--- src/rtl/store_narrow_unit.sv ---
// MEM-stage store narrowing: turns a register value into a lane-replicated memory write
// with byte enables, issues it over a req/ack handshake and stalls the pipeline meanwhile.
module store_narrow_unit #(
   parameter int ADDR_W      = 32,
   parameter int ACK_TIMEOUT = 16
) (
   input  logic              clk_i,
   input  logic              rst_i,
   input  logic              st_valid_i,
   input  logic [1:0]        st_size_i,
   input  logic [ADDR_W-1:0] st_addr_i,
   input  logic [31:0]       st_data_i,
   output logic              stall_o,
   output logic              done_o,
   output logic              fault_o,
   output logic              mem_req_o,
   output logic [ADDR_W-1:0] mem_addr_o,
   output logic [31:0]       mem_wdata_o,
   output logic [3:0]        mem_be_o,
   input  logic              mem_ack_i
);

   localparam int CNT_W = (ACK_TIMEOUT < 1) ? 1 : $clog2(ACK_TIMEOUT + 1);
   localparam logic [CNT_W-1:0] LAST_CNT = (ACK_TIMEOUT < 1) ? '0 : CNT_W'(ACK_TIMEOUT - 1);

   typedef enum logic [1:0] {IDLE, REQ, DONE, FAULT} state_t;

   state_t              state_q;
   logic [CNT_W-1:0]    cnt_q;
   logic                done_q;
   logic                fault_q;
   logic                req_q;
   logic [ADDR_W-1:0]   addr_q;
   logic [31:0]         wdata_q;
   logic [3:0]          be_q;

   logic [ADDR_W-1:0]   addr_d;
   logic [31:0]         wdata_d;
   logic [3:0]          be_d;
   logic                legal_d;
   logic                limit_hit;

   always_comb begin
      addr_d  = {st_addr_i[ADDR_W-1:2], 2'b00};
      wdata_d = st_data_i;
      be_d    = 4'b1111;
      legal_d = 1'b1;
      case (st_size_i)
         2'b00: begin
            wdata_d = {4{st_data_i[7:0]}};
            be_d    = 4'b0001 << st_addr_i[1:0];
         end
         2'b01: begin
            wdata_d = {2{st_data_i[15:0]}};
            be_d    = st_addr_i[1] ? 4'b1100 : 4'b0011;
            legal_d = ~st_addr_i[0];
         end
         2'b10: begin
            legal_d = (st_addr_i[1:0] == 2'b00);
         end
         default: begin
            be_d    = 4'b0000;
            legal_d = 1'b0;
         end
      endcase
   end

   // The counter holds the number of unacknowledged REQ cycles already spent.
   assign limit_hit = (ACK_TIMEOUT != 0) && (cnt_q == LAST_CNT);

   always_ff @(posedge clk_i or negedge rst_i) begin
      if (!rst_i) begin
         state_q <= IDLE;
         cnt_q   <= '0;
         done_q  <= 1'b0;
         fault_q <= 1'b0;
         req_q   <= 1'b0;
         addr_q  <= '0;
         wdata_q <= '0;
         be_q    <= '0;
      end else begin
         done_q  <= 1'b0;
         fault_q <= 1'b0;
         case (state_q)
            IDLE: begin
               if (st_valid_i) begin
                  if (legal_d) begin
                     addr_q  <= addr_d;
                     wdata_q <= wdata_d;
                     be_q    <= be_d;
                     req_q   <= 1'b1;
                     cnt_q   <= '0;
                     state_q <= REQ;
                  end else begin
                     fault_q <= 1'b1;
                     state_q <= FAULT;
                  end
               end
            end
            REQ: begin
               if (mem_ack_i) begin
                  req_q   <= 1'b0;
                  done_q  <= 1'b1;
                  state_q <= DONE;
               end else if (limit_hit) begin
                  req_q   <= 1'b0;
                  fault_q <= 1'b1;
                  state_q <= FAULT;
               end else begin
                  cnt_q   <= cnt_q + 1'b1;
               end
            end
            DONE:    state_q <= IDLE;
            FAULT:   state_q <= IDLE;
            default: state_q <= IDLE;
         endcase
      end
   end

   assign stall_o     = ((state_q == IDLE) && st_valid_i) || (state_q == REQ);
   assign done_o      = done_q;
   assign fault_o     = fault_q;
   assign mem_req_o   = req_q;
   assign mem_addr_o  = addr_q;
   assign mem_wdata_o = wdata_q;
   assign mem_be_o    = be_q;

endmodule

--- config.mk ---
export PLATFORM = sky130hd
export DESIGN_NAME = store_narrow_unit
export DESIGN_NICKNAME = d
export VERILOG_FILES = /design/src/rtl/store_narrow_unit.sv
export SDC_FILE = /design/constraint.sdc
export NUM_CORES = 1
export LEC_CHECK = 0
export ABC_CLOCK_PERIOD_IN_PS = 3450
export BUFFER_PORTS_ARGS = -buffer_cell sky130_fd_sc_hd__buf_2
export CORE_ASPECT_RATIO = 0.8
export CORE_MARGIN = 5
export CORE_UTILIZATION = 53
export CTS_BUF_LIST = sky130_fd_sc_hd__clkbuf_8
export DETAILED_ROUTE_END_ITERATION = 16
export PLACE_DENSITY = 0.88
export SYNTH_ARGS = -nofsm -noshare
export SYNTH_HDL_FRONTEND = slang
export SYNTH_SLANG_ARGS = --single-unit
--- constraint.sdc ---
create_clock -name clk_i -period 3.45 [get_ports clk_i]
set_clock_uncertainty 0.15 [all_clocks]
set_input_delay 0.1725 -clock clk_i [delete_from_list [all_inputs] [get_ports clk_i]]
set_output_delay 0.1725 -clock clk_i [all_outputs]
set_load 0.01 [all_outputs]
# ---- After elaboration in Yosys (flattened, before gate mapping)
# Index checks and enable logic that the tools add are counted.
dict set report op_classes {
  addsub 1
  eq_ne 11
  n_shift 1
  muxes 26
  bitwise 1
  n_reduce_logical 11
}
# operator n
set ops {}
lappend ops {{32-bit case mux with 2 select lines} 1}
lappend ops {{5-bit 2-to-1 mux} 4}
lappend ops {{4-bit case mux with 3 select lines} 1}
lappend ops {{1-bit 2-to-1 mux} 10}
lappend ops {{5-bit case mux with 2 select lines} 1}
lappend ops {{2-bit 2-to-1 mux} 4}
lappend ops {{2-bit != test, second input constant} 4}
lappend ops {{2-bit == test, second input constant} 3}
lappend ops {{2-bit logical NOT} 3}
lappend ops {{2-bit case mux with 3 select lines} 1}
lappend ops {{5-bit by 1-bit adder with 5-bit output, second input constant} 1}
lappend ops {{5-bit by 4-bit == test with 1-bit output, second input constant} 1}
lappend ops {{5-bit AND reduction} 1}
lappend ops {{2-bit by 1-bit == test with 1-bit output, second input constant} 2}
lappend ops {{4-bit 2-to-1 mux} 1}
lappend ops {{1-bit case mux with 2 select lines} 2}
lappend ops {{4-bit AND reduction} 1}
lappend ops {{1-bit by 2-bit << shifter with 4-bit output, first input constant} 1}
lappend ops {{3-bit != test, second input constant} 1}
lappend ops {{1-bit case mux with 3 select lines} 1}
lappend ops {{3-bit AND reduction} 1}
lappend ops {{2-bit AND reduction} 1}
lappend ops {{2-bit nonzero test} 1}
lappend ops {{2-bit OR reduction} 1}
lappend ops {{3 further kinds} 3}
dict set report word_totals {
  reg_bits 76
  output_inout_bits 72
  wordCells 59
}

# ---- Depth between registers and ports, before layout
# Gate-level depths: netlist (run 1).
dict set report logic_depth {
  ltp_word 5
  ltp_mapped 7
  ltp_nobuf 7
}

# ---- Least setup slack after synthesis (run 1)
# Ideal clock, no wire load.
dict set report synth_timing {
  kind {reg-to-reg}
  from {reg cnt_q[0]}
  to {reg cnt_q[3]}
  setup_time_ps 83
  arrival_ps 1734
  t_required_ps 3217
  setup_slack_ps 1484
  path_stages_with_launch 8
  cell_sequence {dfrtp_1 > ha_1 > and3_1 > ha_1 > nor3b_2 > nand4_1 > or3_1 > o21ai_0}
}
dict set report synth_between {
  elab_chain_cells 4
}
# element line_no
set synth_lines {}
lappend synth_lines {{from (decl)} 29} ;# logic [CNT_W-1:0] cnt_q;
lappend synth_lines {{from (signal assigned)} 110} ;# cnt_q <= cnt_q + 1'b1;
lappend synth_lines {{5-bit by 1-bit adder with 5-bit output} 110}
lappend synth_lines {{5-bit 2-to-1 mux} 105} ;# end else if (limit_hit) begin
lappend synth_lines {{5-bit 2-to-1 mux} 101} ;# if (mem_ack_i) begin
lappend synth_lines {{5-bit case mux with 2 select lines} 84} ;# case (state_q)
# Parallel ways exist; a longest one is shown, timed or not. The select of a mux whose other input is x is not followed.
# A chain may end at the register's enable or synchronous reset.

# ---- Final worst setup path (run 1)
# Ends and elaborated chain as after synthesis.

==> summary.md, run 1 <==
| Metric | Value |
|---|---|
| Outcome | `complete, no violations` |
| Distinct cells, synth | `32` |
| Ant diodes | `0` |
| Cell area after synthesis | `approximately 0.0034 sq mm` |
| Crit end category | `register` |
| Die Width | `around 100 um` |
| Die height | `81.46 um` |
| Cell Count, Final, Fillers Out | `between 500 and 600` |
| Cells after Synth | `287` |
| Hold WS | `approximately 12 ps` |
| GRT Total Usage | `0.2469` |
| Worst EP required | `roughly 3600 ps` |
| First-pass DRT Iterations | `4` |
| Peak VDD IR | `just over 0.4 mV` |
| Setup bufs post-CTS | `0` |
| H-tree depth | `3` |
| Worst skew pair latency | `between 300 and 400 ps` |
| Grt total ovfl | `0` |
| # IOs | `~140` |
| CP max stage delay | `410 ps` |
| R2r setup slk | `between 1000 and 1500 ps` |
| Worst Path Buf+Inv | `0` |
| FMAX | `roughly 450 MHz` |
| Total power draw | `around 3800 uW` |
| Yosys warnings | `0` |
| Reg2reg path depth | `7` |
| Slowest cell on crit path | `dfrtp_1` |
| Hold depth | `3` |
| CTS tree | `built` |
| Worst r2r dst | `cnt_q[3]` |
| Least-Margin Pin Slew | `around 940 ps` |
| Die Area | `between 0.008 and 0.009 sq mm` |
| Critical path type | `register to register` |
| Worst relative slew slack | `0.3733` |
| GPL Wtd Cong | `approximately 0.84` |
| Power density cells | `773.6 mW/mm^2` |
| Period utilization | `0.6430` |
| RSZ-0062 raised after global routing | `no` |
| Final layout net count | `~550` |
| Max FO, Critical Path | `5` |
| Initial antenna violation count | `0` |
| Seq/Total Area, Yosys | `0.5621` |
| # rows | `26` |
| Via count | `approximately 2900` |
| # clock sinks | `76` |
| Port-buffer cells | `139` |
| Slew Limit Fails | `0` |
| Via density | `5.165` |
| FFs w/ async S/R, synth | `1.000` |
| Placed cell count | `roughly 500` |
| Initial DRC count | `just over 100` |
| CP startpoint kind | `register` |
| Area Growth Syn to Fin | `45.19%` |
| R2r startpoint | `cnt_q[0]` |
| Fin. Hold Viols | `0` |
| Mean post-synth cell area | `approximately 12 sq um` |
| Static leakage | `0.002518 uW` |
| Worst-path clk slew | `approximately 70 ps` |
| Post-detail-place hpwl | `approximately 5900 um` |
| Initial core utilization | `0.5361` |
| Layout cells sized above 1 | `0.4096` |
| Critical Path Stages | `7` |
| Total Negative Setup Slacks | `0 ps` |
| Largest net degree at the start of global routing | `roughly 80` |
| EDFF count, synth | `0` |
| Origin of the worst setup path | `cnt_q[0]` |
| Ys flop type | `dfrtp_1` |
| Critical path arrival | `about 2300 ps` |
| DR WL/cell | `16.84 um` |
| Setup Viol. Count Final | `0` |
| Hold WC Path Type | `input port to register` |
| Yosys reg bits | `76` |
| Vias in the first global route | `roughly 3000` |
| Core area | `~0.0063 sq mm` |
| Num CTS Buffers | `9` |
| Clock tree buffer depth | `2` |
| Global-route wire length before repair | `15430 um` |
| Kind of cell adding the most delay to the critical path | `simple AND/OR/NAND/NOR gates` |
| Crit-path cells | `ha_1 > and3_1 > ha_1 > nor3b_2 > nand4_1 > or3_1 > o21ai_0` |
| CP dominant cell by count | `ha_1` |
| Max cap viols | `0` |
| Clock root buffer | `clkbuf_8` |
| Post-DRT Antenna Nets | `0` |
| Final min period | `approximately 2200 ps` |
| Final WL | `around 9500 um` |
| Critical Path End | `cnt_q[3]` |
| # DRC | `0` |
metal layers:
| metal | vias to the layer above | routed length, um | track usage |
|---|---|---|---|
| li1 | 1367 | - | - |
| met1 | 1411 | 3916 | 0.2933 |
| met2 | 129 | 4649 | 0.4296 |
| met3 | 11 | 832 | 0.08574 |
| met4 | 0 | 117 | 0.07231 |
| met5 | - | 0 | 0 |
sequential cells by signal, indices dropped and copies added, names as in the netlist:
signal       cells
done_o           1
mem_req_o        1
mem_addr_o      30
mem_wdata_o     32
cnt_q            5
fault_o          1
state_q          2
mem_be_o         4
synthesized netlist by cell type, types with 6 or more instances:
master	instances	share of area
mux2i_1	24	0.071
nor2_1	16	0.018
mux2_4	12	0.053
buf_2	6	0.0089
clkbuf_1	6	0.0067
nand2_1	32	0.036
dfrtp_1	76	0.56
mux2_2	25	0.083
o21ai_0	31	0.046
inv_1	7	0.0078
a21oi_1	16	0.024
layout by cell type (no fill, tap or decap), types with 3 or more instances in the layout:
cell type and instances:
buf_2 138, dfrtp_1 76, dlygate4sd3_1 56, nand2_1 32
o21ai_0 31, mux2_2 25, mux2i_1 24, a21oi_1 16
nor2_1 16, mux2_4 12, clkbuf_8 10, inv_1 7
nor2b_1 3, o31ai_1 3, a21o_1 3, nor3_1 3
bufinv_16 3
final cells by class:
class	count	area [sq um]
fill	389	1399
timing repair buffer	197	1286
clock inverter	5	100.1
clock buffer	10	137.6
tap	84	105.1
multi-input combinational	186	1355
sequential	76	1902
inverter	7	26.28
power breakdown:
group	internal, uW	switching (uW)
clock	494	313
sequential	1310	260
combinational	703	717
total	2510	1290
logic make-up after synthesis:
logic type,after synthesis,synth area share
fa+ha+maj,2,0.007395
compound gates,55,0.08950
flops,76,0.5621
other cells,1,0.001108
buf+inv,26,0.04105
simple gates,65,0.08802
mux,62,0.2108
tightest hold or removal path: stages:
cell and delay [ps]:
buf_2 90, mux2i_1 70, o21ai_0 140
metrics by stage:
step | instance area, sq um | setup WS [ps] | util
after global placement | 4114 | 1383 | 0.6519
after global routing | 4912 | 1140 | 0.7784
final | 4912 | 1232 | 0.7784
after floorplan | 3387 | 1484 | -
after CTS | 4912 | 1259 | 0.7784
after detailed placement | 4114 | 1284 | 0.6519
worst min-delay path by stage:
| stage | startpoint | endpoint | slack, ps |
|---|---|---|---|
| global route | st_data_i[8] | mem_wdata_o[8] | 4 |
| floorplan | rst_i | cnt_q[0] | -270 |
| detailed placement | rst_i | mem_addr_o[8] | 230 |
| global placement | rst_i | mem_addr_o[12] | 220 |
| CTS | st_data_i[16] | mem_wdata_o[16] | 2 |
| finish | st_data_i[8] | mem_wdata_o[8] | 10 |
repair_timing:
action / in CTS / in global routing
endpoints found under the hold margin: 131 / 0
hold buffers: 56 / 0
gates resized for setup: 0 / 0
Note: power is estimated with default switching activity, not from simulation.
==> inputs of run 2 (changes only) <==
==> config.mk (replaced) <==
export PLATFORM = sky130hd
export DESIGN_NAME = store_narrow_unit
export DESIGN_NICKNAME = d
export VERILOG_FILES = /design/src/rtl/store_narrow_unit.sv
export SDC_FILE = /design/constraint.sdc
export NUM_CORES = 1
export LEC_CHECK = 0
export ABC_CLOCK_PERIOD_IN_PS = 2100
export BUFFER_PORTS_ARGS = -buffer_cell sky130_fd_sc_hd__buf_2
export CORE_ASPECT_RATIO = 0.8
export CORE_MARGIN = 5
export CORE_UTILIZATION = 49
export CTS_BUF_LIST = sky130_fd_sc_hd__clkbuf_8
export DETAILED_ROUTE_END_ITERATION = 16
export PLACE_DENSITY = 0.83
export SYNTH_ARGS = -nofsm -noshare
export SYNTH_HDL_FRONTEND = slang
export SYNTH_SLANG_ARGS = --single-unit
==> constraint.sdc (replaced) <==
create_clock -name clk_i -period 2.1 [get_ports clk_i]
set_clock_uncertainty 0.15 [all_clocks]
set_input_delay 0.105 -clock clk_i [delete_from_list [all_inputs] [get_ports clk_i]]
set_output_delay 0.105 -clock clk_i [all_outputs]
set_load 0.01 [all_outputs]
==> run 2 against run 1 <==
  * Sequential share of layout area is 1.4 points lower
  * Sequential power grew 62%
  * Global-route usage fell by 1.6 points
  * Flip-flop and latch count did not move
  * Critical endpoint unchanged
  * Power grew 64%
  * Utilization shrank 2.9 points
  * Wire length is 1.9% higher
  * Combinational power increased by 71%
  * Critical path depth did not move
  * Die area increased by 7.2%
  * Maximum frequency is 10% higher
  * Non-clock buffer count is 18 higher
==> summary.md, run 2 (same netlist as run 1, synthesis figures left out) <==
| Metric | Value |
|---|---|
| Clock root buffer | `clkbuf_8` |
| Cell Count, Final, Fillers Out | `587 (+3.9%)` |
| Static leakage | `0.002590 uW (+2.9%)` |
| GPL Wtd Cong | `0.7747 (-7.8%)` |
| Post-detail-place hpwl | `6188 um (+4.6%)` |
| Worst skew pair latency | `350 ps (about the same)` |
| # clock sinks | `76 (unchanged)` |
| Die Area | `0.008677 sq mm (+7.2%)` |
| Crit-path cells | `ha_2 > and3_1 > ha_2 > nor3b_2 > nand4_1 > or3_1 > o21ai_0` |
| Most frequent cells in the layout | `buf_2 (138), dfrtp_1 (76), dlygate4sd3_1 (67), nand2_1 (32), o21ai_0 (31)` |
| M1 WL | `3852 um (-1.6%)` |
| CP max stage delay | `420 ps (about the same)` |
| Initial DRC count | `105 (+4.0%)` |
| Highest metal used | `met4` |
| Outcome | `complete, no violations` |
| Ant diodes | `0 (unchanged)` |
| Die height | `84.32 um (+3.5%)` |
| H-tree depth | `3 (unchanged)` |
| Slew Limit Fails | `0 (unchanged)` |
| Setup Viol. Count Final | `0 (unchanged)` |
| Sequential power share | `0.407 (-0.007)` |
| Area Growth Syn to Fin | `50.44%` |
| Layout cells sized above 1 | `0.4160 (+0.006437)` |
| CTS tree | `built` |
| Core area | `0.006790 sq mm (+7.6%)` |
| Util after Layout | `0.7496 (-0.02877)` |
| Critical path arrival | `2140 ps (-200 ps)` |
| Fill count | `458 (+18%)` |
| Worst relative slew slack | `0.6119 (+0.2386)` |
| CP dominant cell by count | `ha_2` |
| Metal3 WL | `797 um (-4.2%)` |
| Sw frac | `0.3507 (+0.01104)` |
| R2r startpoint | `cnt_q[0]` |
| Commonest non-fill, non-tap cell in the layout | `buf_2` |
| Via count | `2978 (+2.1%)` |
| Num CTS Buffers | `9 (unchanged)` |
| Max cap viols | `0 (unchanged)` |
| Total Negative Setup Slacks | `0 ps (unchanged)` |
| Final min period | `2010 ps (-208.8 ps)` |
| DR WL/cell | `16.53 um (-1.9%)` |
| Largest net degree at the start of global routing | `47 (-40%)` |
| Initial antenna violation count | `0 (unchanged)` |
| Clock tree buffer depth | `2 (unchanged)` |
| Origin of the worst setup path | `cnt_q[0]` |
| Via density | `5.073 (-1.8%)` |
| Crit end category | `register` |
| RSZ-0062 raised after global routing | `no` |
| Clock network fraction of total power | `0.204 (-0.008)` |
| CP startpoint kind | `register` |
| Net switching power | `2189 uW (+70%)` |
| Critical path type | `register to register` |
| Post-place setup slack | `39.41 ps (-1245 ps)` |
| Max FO, Critical Path | `3 (-2)` |
| Least-Margin Pin Slew | `581.5 ps (-358.5 ps)` |
| GRT Total Usage | `0.2312 (-0.01567)` |
| Vias in the first global route | `3185 (+4.2%)` |
| Kind of cell adding the most delay to the critical path | `simple AND/OR/NAND/NOR gates` |
| # rows | `27 (+3.8%)` |
| Die Width | `102.9 um (+3.6%)` |
| First-pass DRT Iterations | `4 (unchanged)` |
| # IOs | `142 (unchanged)` |
| Comb power frac | `0.389 (+0.015)` |
| Post-route setup slack | `90.36 ps (-1141 ps)` |
| Port-buffer cells | `139 (unchanged)` |
| Slowest cell on crit path | `dfrtp_1` |
| Period utilization | `0.9570 (+0.3140)` |
| # DRC | `0 (unchanged)` |
| DP Area | `0.004175 sq mm (+1.5%)` |
| Post-DRT Antenna Nets | `0 (unchanged)` |
| Final WL | `9701 um (+1.9%)` |
| Peak VDD IR | `0.7586 mV (+88%)` |
| Placed cell count | `503 (+1.8%)` |
| Final layout net count | `567 (+3.3%)` |
| Worst-path clk slew | `80 ps (about the same)` |
| Initial core utilization | `0.4982 (-0.03783)` |
| Worst EP required | `2230 ps (-1340 ps)` |
| Met2 wire length | `4829 um (+3.9%)` |
| Hold WC Path Type | `input port to register` |
| Power density cells | `1226 mW/mm^2 (+58%)` |
| Hold Crit Start | `st_size_i[1]` |
| Final instance area | `0.005090 sq mm (+3.6%)` |
| Grt total ovfl | `0 (unchanged)` |
| Number of flip-flops in the largest register | `32 (unchanged)` |
| Global-route wire length before repair | `15730 um (+1.9%)` |
| Worst Path Buf+Inv | `0 (unchanged)` |
| FMAX | `497.6 MHz (+10%)` |
| Internal | `4052 uW (+61%)` |
| Fin. Hold Viols | `0 (unchanged)` |
==> run 2: layout make-up <==
class	instances	area (sq um)	area share
repair buffers	215	1461	0.2871
well taps	87	108.9	0.02139
flip-flops and latches	76	1902	0.3736
multi-input cells	186	1363	0.2677
clock buffers	9	123.9	0.02434
inverters	7	26.28	0.005162
clock inverters	7	105.1	0.02065
==> run 2: per-stage QoR <==
| step | hold slack, ps | power (uW) |
|---|---|---|
| final | 49.14 | 6241 |
| after global routing | 72.14 | 6663 |
| after global placement | -96.67 | 4728 |
| after floorplan | -340.6 | 3795 |
| after detailed placement | -92.09 | 4853 |
| after CTS | 41.90 | 6230 |
==> run 2: repair_timing <==
item	in CTS	in global routing
endpoints found under the setup margin	0	5
endpoints found under the hold margin	143	0
hold buffers	67	0
setup buffers	0	1
resized for setup	0	3
==> run 2: power groups by stage <==
stage          clock [uW]  combinational (uW)  sequential, uW
2_1_floorplan           0                 958            2840
3_3_place_gp            0                2240            2490
3_5_place_dp            0                2310            2550
4_1_cts              1300                2410            2520
5_1_grt              1380                2660            2630
6_report             1270                2430            2540
==> run 2: worst paths after layout <==
path / slack, ps / depth (start not counted) / to
setup / recovery: 90 / 7 / cnt_q[3]
hold / removal: 50 / 3 / mem_be_o[2]
setup reg to reg: 90 / 7 / cnt_q[3]
hold reg to reg: 330 / 2 / mem_wdata_o[31]
max in group asynchronous: 1130 / 3 / mem_wdata_o[4]
min in group asynchronous: 90 / 2 / mem_addr_o[15]
==> run 2: layer usage <==
metal,vias up,GRT usage
li1,1405,-
met1,1428,0.2742
met2,126,0.3943
met3,19,0.07558
met4,0,0.07412
met5,-,0
==> run 2: worst min-delay path, cell delays in order <==
cell     delay, ps
buf_2          190
a21oi_1        150
o31ai_1         70
==> inputs of run 3 (changes only) <==
--- a/config.mk
+++ b/config.mk
@@ -5,7 +5,8 @@
 export SDC_FILE = /design/constraint.sdc
 export NUM_CORES = 1
 export LEC_CHECK = 0
-export ABC_CLOCK_PERIOD_IN_PS = 2100
+export ABC_AREA = 1
+export ABC_CLOCK_PERIOD_IN_PS = 2200
 export BUFFER_PORTS_ARGS = -buffer_cell sky130_fd_sc_hd__buf_2
 export CORE_ASPECT_RATIO = 0.8
 export CORE_MARGIN = 5
==> constraint.sdc (replaced) <==
create_clock -name clk_i -period 2.2 [get_ports clk_i]
set_clock_uncertainty 0.15 [all_clocks]
set_input_delay 0.11 -clock clk_i [delete_from_list [all_inputs] [get_ports clk_i]]
set_output_delay 0.11 -clock clk_i [all_outputs]
set_load 0.01 [all_outputs]
==> run 3 against run 2 <==
  * Area after synthesis about the same
  * Final cell count grew 20%
  * Clock-buffer cell count is 1 higher
  * Synthesized cell count is 44% higher
  * Maximum frequency is 1.5% higher
  * Flip-flop and latch count unchanged
  * First-iteration DRC count rose to 2.6 times the previous value
  * Critical path type unchanged
==> summary.md, run 3 <==
| Metric | Value |
|---|---|
| Initial core utilization | `0.4979 (about the same)` |
| Num CTS Buffers | `9 (unchanged)` |
| # clock sinks | `76 (unchanged)` |
| Clock tree buffer depth | `2 (unchanged)` |
| Die height | `84.30 um (about the same)` |
| GPL Wtd Cong | `0.8459 (+9.2%)` |
| Seq/Total Area, Yosys | `0.5625 (about the same)` |
| Post-detail-place hpwl | `6293 um (+1.7%)` |
| WHS Endpoint | `mem_wdata_o[15]` |
| R2r startpoint | `cnt_q[0]` |
| Via count | `3548 (+19%)` |
| Cells after Synth | `412 (+44%)` |
| Initial antenna violation count | `2 (+2)` |
| Simple-gate portion of the synthesized area | `0.2535 (+0.1655)` |
| Number of flip-flops in the largest register | `32 (unchanged)` |
| CTS tree | `built` |
| Die Width | `102.9 um (about the same)` |
| Most frequent cells in the layout | `nand2_1 (186), buf_2 (138), dfrtp_1 (76), dlygate4sd3_1 (65), o21ai_0 (32)` |
| Crit-path cells | `ha_1 > nand2_1 > nor2_1 > ha_1 > nor2_1 > nor2_1 > nor2_2 > nand3_2 > nand2_1 > nand2_1` |
| Util after Layout | `0.7383 (-0.01124)` |
| Hold depth | `5 (+2)` |
| CP max stage delay | `430 ps (about the same)` |
| Global-route wire length before repair | `17480 um (+11%)` |
| Die Area | `0.008671 sq mm (about the same)` |
| Fin. Hold Viols | `0 (unchanged)` |
| Cell area after synthesis | `0.003381 sq mm (about the same)` |
| Max FO, Critical Path | `5 (+2)` |
| Clock root buffer | `clkbuf_8` |
| Setup bufs post-CTS | `0 (unchanged)` |
| Peak VDD IR | `0.6739 mV (-11%)` |
| Max cap viols | `0 (unchanged)` |
| Cell with the most instances after synthesis | `nand2_1` |
| CP startpoint kind | `register` |
| Critical path type | `register to register` |
| Slowest cell on crit path | `dfrtp_1` |
| Vias in the first global route | `3654 (+15%)` |
| Power density cells | `1147 mW/mm^2 (-6.5%)` |
| Core area | `0.006790 sq mm (unchanged)` |
| Compound-Gate Fraction of Synth Area | `0.1021 (+0.01265)` |
| EDFF count, synth | `0 (unchanged)` |
| Distinct cells, synth | `25 (-22%)` |
| Setup Viol. Count Final | `0 (unchanged)` |
| Crit end category | `register` |
| Commonest non-fill, non-tap cell in the layout | `nand2_1` |
| Final WL | `10620 um (+9.5%)` |
| Initial DRC count | `270 (+160%)` |
| Synth Area in Adders | `0.007402 (about the same)` |
| Multiplexer share of the synthesized area | `0 (-0.2108)` |
| Outcome | `complete, no violations` |
| Final min period | `1980 ps (-29.43 ps)` |
| Reg2reg path depth | `10 (+3)` |
| Worst-path clk slew | `70 ps (about the same)` |
| Post-Synth XOR/XNOR Area | `0 (unchanged)` |
| Worst EP required | `2280 ps (+50 ps)` |
| Hold WC Path Type | `input port to register` |
| Hold Crit Start | `st_data_i[15]` |
| Largest family of logic cells by synthesized area | `simple AND/OR/NAND/NOR gates` |
| Mean post-synth cell area | `8.206 sq um (-30%)` |
| Slew Limit Fails | `0 (unchanged)` |
| # IOs | `142 (unchanged)` |
| First-pass DRT Iterations | `5 (+1)` |
| FFs w/ async S/R, synth | `1.000 (unchanged)` |
| Period utilization | `0.9001 (-0.05688)` |
| GRT Total Usage | `0.2579 (+0.02669)` |
| Static leakage | `0.002774 uW (+7.1%)` |
| Cell type with the largest total area after synthesis | `dfrtp_1` |
| R2r setup slk | `220 ps (+130 ps)` |
| Area Growth Syn to Fin | `48.30%` |
| Layout cells sized above 1 | `0.2679 (-0.1481)` |
| RSZ-0062 raised after global routing | `no` |
| Port-buffer cells | `139 (unchanged)` |
| # DRC | `0 (unchanged)` |
| # rows | `27 (unchanged)` |
| Worst skew pair latency | `330 ps (-20 ps)` |
| Most instantiated cells after synthesis | `nand2_1 (186), dfrtp_1 (76), o21ai_0 (32)` |
| Largest net degree at the start of global routing | `75 (+60%)` |
| Final layout net count | `684 (+21%)` |
| FMAX | `505.0 MHz (+1.5%)` |
| Share of the synthesized area in the top cell type | `0.5625 (about the same)` |
| Post-DRT Antenna Nets | `0 (unchanged)` |
| Grt total ovfl | `0 (unchanged)` |
| Critical path arrival | `2060 ps (-80 ps)` |
| Total Negative Setup Slacks | `0 ps (unchanged)` |
| Via density | `5.025 (-0.94%)` |
| Yosys warnings | `0 (unchanged)` |
| Synth area leaders | `dfrtp_1 (56%), nand2_1 (21%), o21ai_0 (4.7%)` |
| Yosys reg bits | `76 (unchanged)` |
| Ys flop type | `dfrtp_1` |
| Worst r2r dst | `cnt_q[4]` |
| H-tree depth | `3 (unchanged)` |
| DR WL/cell | `15.05 um (-9.0%)` |
[run 3: cell types whose count changed after synthesis, sizes merged, moves of 3 or more]
cell,change
a21o,-3
inv,+20
mux2,-38
mux2i,-24
nand2,+155
nand3,+4
nand4,+3
nor2b,-3
nor3,-3
o21ai,+15
o31ai,-3
[run 3: per-layer routing]
layer | up-vias | routed length (um) | track usage
met1 | 1627 | 4039 | 0.3010
li1 | 1689 | - | -
met3 | 43 | 801 | 0.07807
met2 | 189 | 5274 | 0.4279
met5 | - | 0 | 0
met4 | 0 | 506 | 0.1282
[run 3: critical path, delay by kind of cell, from the launching register on]
family                   cells  cell delay (ps)
adder cells (fa/ha/maj)      2              420
flip-flops                   1              430
AND/OR/NAND/NOR              8              850
[run 3: report_power, final]
group | leakage [uW] | total (uW) | switching, uW | internal [uW]
clock network | 0.000120 | 1270 | 494 | 775
registers | 0.000960 | 2350 | 348 | 2000
logic | 0.00169 | 2130 | 1270 | 860
total | 0.00277 | 5750 | 2120 | 3630
[run 3: timing repair]
item                                    in CTS  in global routing
gates resized for setup                      0                  1
hold endpoints to repair                   143                  0
endpoints found under the setup margin       0                  5
hold buffers                                65                  0
[run 3: kinds of logic (layout without fill, tap and decap cells)]
kind of cell,after synthesis,in the layout
compound gates,66,66
fa+ha+maj,2,2
buf+inv,49,252
flops,76,76
other cells,1,5
simple gates,218,218
[run 3: area by class of cell]
type | count | area, sq um
diodes | 3 | 7.507
flip-flops and latches | 76 | 1902
multi-input cells | 288 | 1240
inverters | 28 | 105.1
fillers | 498 | 1777
clock buffers | 10 | 137.6
repair buffers | 209 | 1411
well taps | 87 | 108.9
clock inverters | 5 | 101.3
[run 3: worst max path at each step]
stage | to | start | slack [ps] | cells after the start
after floorplan | cnt_q[3] | cnt_q[0] | 420 | 10
after global placement | cnt_q[0] | cnt_q[0] | 320 | 10
after detailed placement | cnt_q[3] | cnt_q[0] | 230 | 10
after CTS | cnt_q[4] | cnt_q[0] | 190 | 10
after global routing | cnt_q[4] | cnt_q[0] | 20 | 10
final | cnt_q[4] | cnt_q[0] | 220 | 10
[run 3: per-stage QoR]
stage          setup slack [ps]  total power [uW]  hold slack [ps]  instances  cell area (sq um)
2_1_floorplan             418.2              3457           -335.6        413               3385
3_3_place_gp              323.3              4270           -80.41        623               4111
3_5_place_dp              226.1              4359           -77.94        623               4111
4_1_cts                   189.9              5730            5.416        703               5001
5_1_grt                   23.04              6148            32.25        706               5014
6_report                  219.8              5750            5.535        706               5014
